[config.mk]
export PLATFORM = sky130hd
export DESIGN_NAME = reg_file_param_flat
export DESIGN_NICKNAME = d
export VERILOG_FILES = /design/src/rtl/reg_file_param_if.sv /design/src/rtl/reg_file_param.sv /design/src/flat_wrapper.sv
export SDC_FILE = /design/constraint.sdc
export NUM_CORES = 1
export LEC_CHECK = 0
export ABC_AREA = 1
export CELL_PAD_IN_SITES_DETAIL_PLACEMENT = 1
export CELL_PAD_IN_SITES_GLOBAL_PLACEMENT = 2
export CORE_MARGIN = 5
export CORE_UTILIZATION = 40
export CTS_CLUSTER_DIAMETER = 60
export CTS_CLUSTER_SIZE = 8
export DETAILED_ROUTE_END_ITERATION = 8
export MAX_ROUTING_LAYER = met4
export PLACE_DENSITY = 0.77
export SYNTH_ARGS = -nofsm -noshare
export SYNTH_HDL_FRONTEND = slang
export SYNTH_SLANG_ARGS = --single-unit
[constraint.sdc]
create_clock -name CLK -period 4.95 [get_ports CLK]
set_input_delay 0.99 -clock CLK [delete_from_list [all_inputs] [get_ports CLK]]
set_output_delay 0.99 -clock CLK [all_outputs]
set_load 0.1 [all_outputs]
[src/rtl/reg_file_param_if.sv]
// reg_file_param_if
//   Bundles the register-file bus between decode/writeback (master) and the
//   register file (slave).
//   WE3/A3/WD3 : write port (from writeback)
//   A1/A2      : read addresses (from decode)
//   RD1/RD2    : registered read data
//   READY      : post-reset clear finished, writes are accepted
interface reg_file_param_if #(
  parameter int DATA_W = 32,
  parameter int ADDR_W = 5
);
  logic              WE3;
  logic [ADDR_W-1:0] A3;
  logic [DATA_W-1:0] WD3;
  logic [ADDR_W-1:0] A1;
  logic [ADDR_W-1:0] A2;
  logic [DATA_W-1:0] RD1;
  logic [DATA_W-1:0] RD2;
  logic              READY;

  modport master (
    output WE3, A3, WD3, A1, A2,
    input  RD1, RD2, READY
  );

  modport slave (
    input  WE3, A3, WD3, A1, A2,
    output RD1, RD2, READY
  );
endinterface

[src/rtl/reg_file_param.sv]
// reg_file_param
//   1-write / 2-read register file with registered read ports, write-first
//   bypass, optional hardwired-zero entry 0 and a post-reset clear sequencer.
//   CLK  : clock, rising edge
//   RSTn : synchronous active-low reset
//   rf   : reg_file_param_if.slave (WE3/A3/WD3, A1/A2 -> RD1/RD2, READY)

// Per read port next-data select: range check, zero register, bypass.
module reg_file_param_rdport #(
  parameter int DATA_W  = 32,
  parameter int ADDR_W  = 5,
  parameter int DEPTH   = 1 << ADDR_W,
  parameter int ZERO_R0 = 1
) (
  input  logic [ADDR_W-1:0] raddr_i,
  input  logic              we_i,
  input  logic [ADDR_W-1:0] waddr_i,
  input  logic [DATA_W-1:0] wdata_i,
  input  logic [DATA_W-1:0] entry_i,
  output logic [DATA_W-1:0] rdata_o
);
  localparam logic [ADDR_W:0] DEPTH_C = (ADDR_W+1)'(DEPTH);

  logic in_range;
  logic is_zero;

  assign in_range = ({1'b0, raddr_i} < DEPTH_C);
  assign is_zero  = (ZERO_R0 != 0) && (raddr_i == '0);

  always_comb begin
    rdata_o = '0;
    // Out-of-range and hardwired-zero reads win over the bypass, so an
    // out-of-range write can never leak through to a read.
    if (in_range && !is_zero) begin
      if (we_i && (waddr_i == raddr_i)) rdata_o = wdata_i;
      else                              rdata_o = entry_i;
    end
  end
endmodule

module reg_file_param #(
  parameter int DATA_W  = 32,
  parameter int ADDR_W  = 5,
  parameter int DEPTH   = 1 << ADDR_W,
  parameter int ZERO_R0 = 1
) (
  input logic              CLK,
  input logic              RSTn,
  reg_file_param_if.slave  rf
);
  localparam int              NUM_RD   = 2;
  localparam logic [ADDR_W:0] DEPTH_C  = (ADDR_W+1)'(DEPTH);
  localparam logic [ADDR_W-1:0] LAST_IDX = ADDR_W'(DEPTH - 1);

  typedef enum logic {S_CLEAR, S_RUN} state_e;

  state_e                          state_q, state_d;
  logic [ADDR_W-1:0]               clr_idx_q, clr_idx_d;
  logic [NUM_RD-1:0][DATA_W-1:0]   rd_q, rd_d;
  logic [NUM_RD-1:0][DATA_W-1:0]   rd_nxt;
  logic [NUM_RD-1:0][ADDR_W-1:0]   raddr;
  logic [NUM_RD-1:0][ADDR_W-1:0]   ridx;
  logic [NUM_RD-1:0][DATA_W-1:0]   entry;
  logic                            wr_en;
  logic                            wr_ok;

  logic [DATA_W-1:0] mem_q [DEPTH];

  assign raddr[0] = rf.A1;
  assign raddr[1] = rf.A2;

  // Write is legal only in range and, with a hardwired zero, not to entry 0.
  assign wr_ok = rf.WE3 && ({1'b0, rf.A3} < DEPTH_C) &&
                 !((ZERO_R0 != 0) && (rf.A3 == '0));

  genvar g;
  generate
    for (g = 0; g < NUM_RD; g++) begin : g_rd
      // Clamp the array index so out-of-range addresses never index past
      // the storage; the port logic zeroes such reads anyway.
      assign ridx[g]  = ({1'b0, raddr[g]} < DEPTH_C) ? raddr[g] : '0;
      assign entry[g] = mem_q[ridx[g]];

      reg_file_param_rdport #(
        .DATA_W (DATA_W),
        .ADDR_W (ADDR_W),
        .DEPTH  (DEPTH),
        .ZERO_R0(ZERO_R0)
      ) u_rdport (
        .raddr_i (raddr[g]),
        .we_i    (rf.WE3),
        .waddr_i (rf.A3),
        .wdata_i (rf.WD3),
        .entry_i (entry[g]),
        .rdata_o (rd_nxt[g])
      );
    end
  endgenerate

  // State register
  always_ff @(posedge CLK) begin
    if (!RSTn) begin
      state_q   <= S_CLEAR;
      clr_idx_q <= '0;
      rd_q      <= '0;
    end else begin
      state_q   <= state_d;
      clr_idx_q <= clr_idx_d;
      rd_q      <= rd_d;
    end
  end

  // Next state
  always_comb begin
    state_d   = state_q;
    clr_idx_d = clr_idx_q;
    if (state_q == S_CLEAR) begin
      clr_idx_d = clr_idx_q + 1'b1;
      if (clr_idx_q == LAST_IDX) state_d = S_RUN;
    end
  end

  // Outputs: read data is held at zero and writes are blocked while clearing.
  always_comb begin
    rd_d  = '0;
    wr_en = 1'b0;
    if (state_q == S_RUN) begin
      rd_d  = rd_nxt;
      wr_en = wr_ok;
    end
  end

  // Storage has no reset; the clear sequencer zeroes it after reset.
  always_ff @(posedge CLK) begin
    if (RSTn) begin
      if (state_q == S_CLEAR) mem_q[clr_idx_q] <= '0;
      else if (wr_en)         mem_q[rf.A3]     <= rf.WD3;
    end
  end

  assign rf.RD1   = rd_q[0];
  assign rf.RD2   = rd_q[1];
  assign rf.READY = (state_q == S_RUN);
endmodule
[src/flat_wrapper.sv]
// flat-port wrapper written by rule: the top's interface ports become plain ports
module reg_file_param_flat 
#(
  parameter int DATA_W  = 32,
  parameter int ADDR_W  = 5,
  parameter int DEPTH   = 1 << ADDR_W,
  parameter int ZERO_R0 = 1
)
  (CLK, RSTn, rf_WE3, rf_A3, rf_WD3, rf_A1, rf_A2, rf_RD1, rf_RD2, rf_READY);
  reg_file_param_if #(.DATA_W(DATA_W), .ADDR_W(ADDR_W)) rf_i ();
  input logic CLK;
  input logic RSTn;
  input wire logic [$bits(rf_i.WE3)-1:0] rf_WE3;
  input wire logic [$bits(rf_i.A3)-1:0] rf_A3;
  input wire logic [$bits(rf_i.WD3)-1:0] rf_WD3;
  input wire logic [$bits(rf_i.A1)-1:0] rf_A1;
  input wire logic [$bits(rf_i.A2)-1:0] rf_A2;
  output wire logic [$bits(rf_i.RD1)-1:0] rf_RD1;
  output wire logic [$bits(rf_i.RD2)-1:0] rf_RD2;
  output wire logic [$bits(rf_i.READY)-1:0] rf_READY;
  assign rf_i.WE3 = rf_WE3;
  assign rf_i.A3 = rf_A3;
  assign rf_i.WD3 = rf_WD3;
  assign rf_i.A1 = rf_A1;
  assign rf_i.A2 = rf_A2;
  assign rf_RD1 = rf_i.RD1;
  assign rf_RD2 = rf_i.RD2;
  assign rf_READY = rf_i.READY;
  reg_file_param #(.DATA_W(DATA_W), .ADDR_W(ADDR_W), .DEPTH(DEPTH), .ZERO_R0(ZERO_R0)) u_core (.CLK(CLK), .RSTn(RSTn), .rf(rf_i));
endmodule
==> impl_metrics.env <==
export IMPL_status="finished clean"
export IMPL_fin_crit_ns=3.84
export IMPL_ant_nets=0
export IMPL_cpPeakStageDelay_ns=1.29
export IMPL_dp_slack_ns=0.587
export IMPL_crit_required_ns=3.96
export IMPL_setup_slack_ns=1.11
export IMPL_die_h_um=380
export IMPL_antenna_found_initial=10
export IMPL_layout_drive_gt1_share_pct=7.70
export IMPL_syn_nets=6029
export IMPL_ys_seq_area_share_pct=58.8
export IMPL_cts_made_buffers=158
export IMPL_synth_most_common_cell="nand2_1"
export IMPL_synth_edf_count=1024
export IMPL_postCtsHoldBufs=0
export IMPL_fin_tns_setup_ns=0
export IMPL_fin_cells=7866
export IMPL_netlist_area_leader_share_pct=56.2
export IMPL_final_hold_violation_count=0
export IMPL_crit_fanout=2
export IMPL_drt_iter0_markers=4822
export IMPL_pin_count=115
export IMPL_peakVddDrop_mv=0.354
export IMPL_synthArstFlopShare_pct=0
export IMPL_slew_viol_final=0
export IMPL_crit_family="buffers and inverters"
export IMPL_arrival_ns=2.85
export IMPL_drt_total_wl_mm=225
export IMPL_synthTopCellsByCount="nand2_1, edfxtp_1, nand3_1"
export IMPL_synth_seq_cells=1094
export IMPL_insertion_delay_ns=0.79
export IMPL_min_path_type="reg -> reg"
export IMPL_placed_cells=7609
export IMPL_grt_usage_pct=31.2
export IMPL_p_leak_nw=24.4
export IMPL_drc_errors=0
export IMPL_critPathLaunchType="register"
export IMPL_cts_tree="yes"
export IMPL_critPathCaptureType="output port"
export IMPL_grt_first_pass_wirelength_mm=325
export IMPL_die_x_um=380
export IMPL_grt_max_degree=166
export IMPL_vias_per_cell=5.96
export IMPL_crit_slowest_cell="clkdlybuf4s50_1"
export IMPL_h_tree_depth=4
export IMPL_crit_buf_inv=1
export IMPL_clkTransAtPathRegs_ns=0.05
export IMPL_grt_pass1_vias=46900
export IMPL_die_area_sq_um=144000
export IMPL_drt_pass1_iterations=5
export IMPL_stdcell_area_sq_um=63200
export IMPL_power_density_nw_per_um2=353
export IMPL_worstSetupPathType="reg -> out"
export IMPL_postCtsSetupRepairBufs=0
export IMPL_tightest_slew_ns=1.29
export IMPL_yosysTopAreaCell="edfxtp_1"
export IMPL_clockBufferDepth=3
export IMPL_portBuffers=114
export IMPL_synthTopCellsByArea="edfxtp_1, nand3_1, nand2_1"
export IMPL_area_growth_pct=15.5
export IMPL_maxSlewHeadroom_pct=14.1
export IMPL_vias=46900
export IMPL_root_buffer="clkbuf_16"
export IMPL_placed_area_sq_um=58600
export IMPL_path_cells="clkdlybuf4s50_1"
export IMPL_post_synth_num_cell_types=30
export IMPL_r2r_setup_slack_ns=1.54
export IMPL_cts_resized=0
export IMPL_rsz0062_at_grt="no"
export IMPL_fin_crit_sh_pct=77.6
export IMPL_netlist_area_sq_um=54700
export IMPL_overflow=0
export IMPL_dpl_hpwl_mm=139
export IMPL_clock_skew_ns=0.0367
export IMPL_core_area_sq_um=136000
export IMPL_wire_per_inst_um=28.6
export IMPL_yosys_warnings=0
export IMPL_cts_sinks=1094
export IMPL_fmax_mhz=260
export IMPL_netlist_instances=5977
export IMPL_gp_congestion=0.856
export IMPL_layout_nets=6040
export IMPL_finalSetupViolCount=0
export IMPL_syn_area_per_cell_sq_um=9.16
export IMPL_final_util_pct=46.6
export IMPL_synthFlopType="edfxtp_1"
export IMPL_start_util_pct=40.3
export IMPL_rows=135
export IMPL_drv_cap=0
logic make-up after synthesis:
| group | synth area share, % |
|---|---|
| AOI/OAI and AO/OA | 12.9 |
| adders and majority gates | 0.0457 |
| buffers and inverters | 8.00 |
| DFF | 58.8 |
| and+or+nand+nor | 20.3 |
metrics by stage:
stage          power (mW)  hold WS (ns)
2_1_floorplan        11.3         0.488
3_3_place_gp         12.1         0.549
3_5_place_dp         12.1         0.550
4_1_cts              22.4         0.558
5_1_grt              22.9         0.578
6_report             22.3         0.560
cell type report:
type / count / area [sq um]
diodes: 4 / 10.0
clock inverters: 17 / 258
well taps: 1781 / 2230
clock buffers: 236 / 4350
inverters: 671 / 2540
flip-flops and latches: 1094 / 32200
repair buffers: 303 / 3160
multi-input cells: 3760 / 18500
fillers: 15200 / 72400
placed cells by master (no fill, tap or decap), drive strengths merged:
master,instances
clkdlybuf4s50,101
a21oi,351
o211ai,494
nor2,371
nand4,16
nand2,1258
a31oi,1
diode,4
bufinv,3
ha,2
nor3,4
dfxtp,70
buf,202
nand3,948
nor3b,1
edfxtp,1024
nand3b,1
clkbuf,236
inv,679
clkinv,6
o21ai,313
metal layers:
| metal | share of wire, % | wire [um] | global-route usage (%) | vias to the layer above |
|---|---|---|---|---|
| met5 | 0 | 0 | - | - |
| met4 | 4.0 | 8960 | 11.7 | 0 |
| met3 | 7.4 | 16600 | 4.68 | 394 |
| met2 | 46 | 103000 | 48.4 | 1943 |
| met1 | 43 | 97100 | 41.9 | 23800 |
| li1 | - | - | - | 20700 |
path summary, 6_finish.rpt:
kind / startpoint / end / cells after the start
max: u_core.rf.RD1[5]$_SDFF_PP0_ / rf_RD1[5] / 1
min: u_core.clr_idx_q[4]$_SDFFE_PN0N_ / u_core.clr_idx_q[4]$_SDFFE_PN0N_ / 2
max reg2reg: u_core.rf.READY$_SDFF_PN0_ / u_core.mem_q[25][11]$_DFFE_PP_ / 9
min reg2reg: u_core.clr_idx_q[4]$_SDFFE_PN0N_ / u_core.clr_idx_q[4]$_SDFFE_PN0N_ / 2
report_power, final:
part           leakage, nW  internal, mW  switching, mW
combinational         12.7         0.511           1.38
clock                 2.22          6.17           4.18
sequential            9.45          10.0         0.0201
sequential cells by signal (all words and copies together) (netlist names):
signal            flops
u_core.rf.RD1        32
u_core.mem_q       1024
u_core.clr_idx_q      5
u_core.rf.READY       1
u_core.rf.RD2        32
Note: power is estimated with default switching activity, not from simulation.
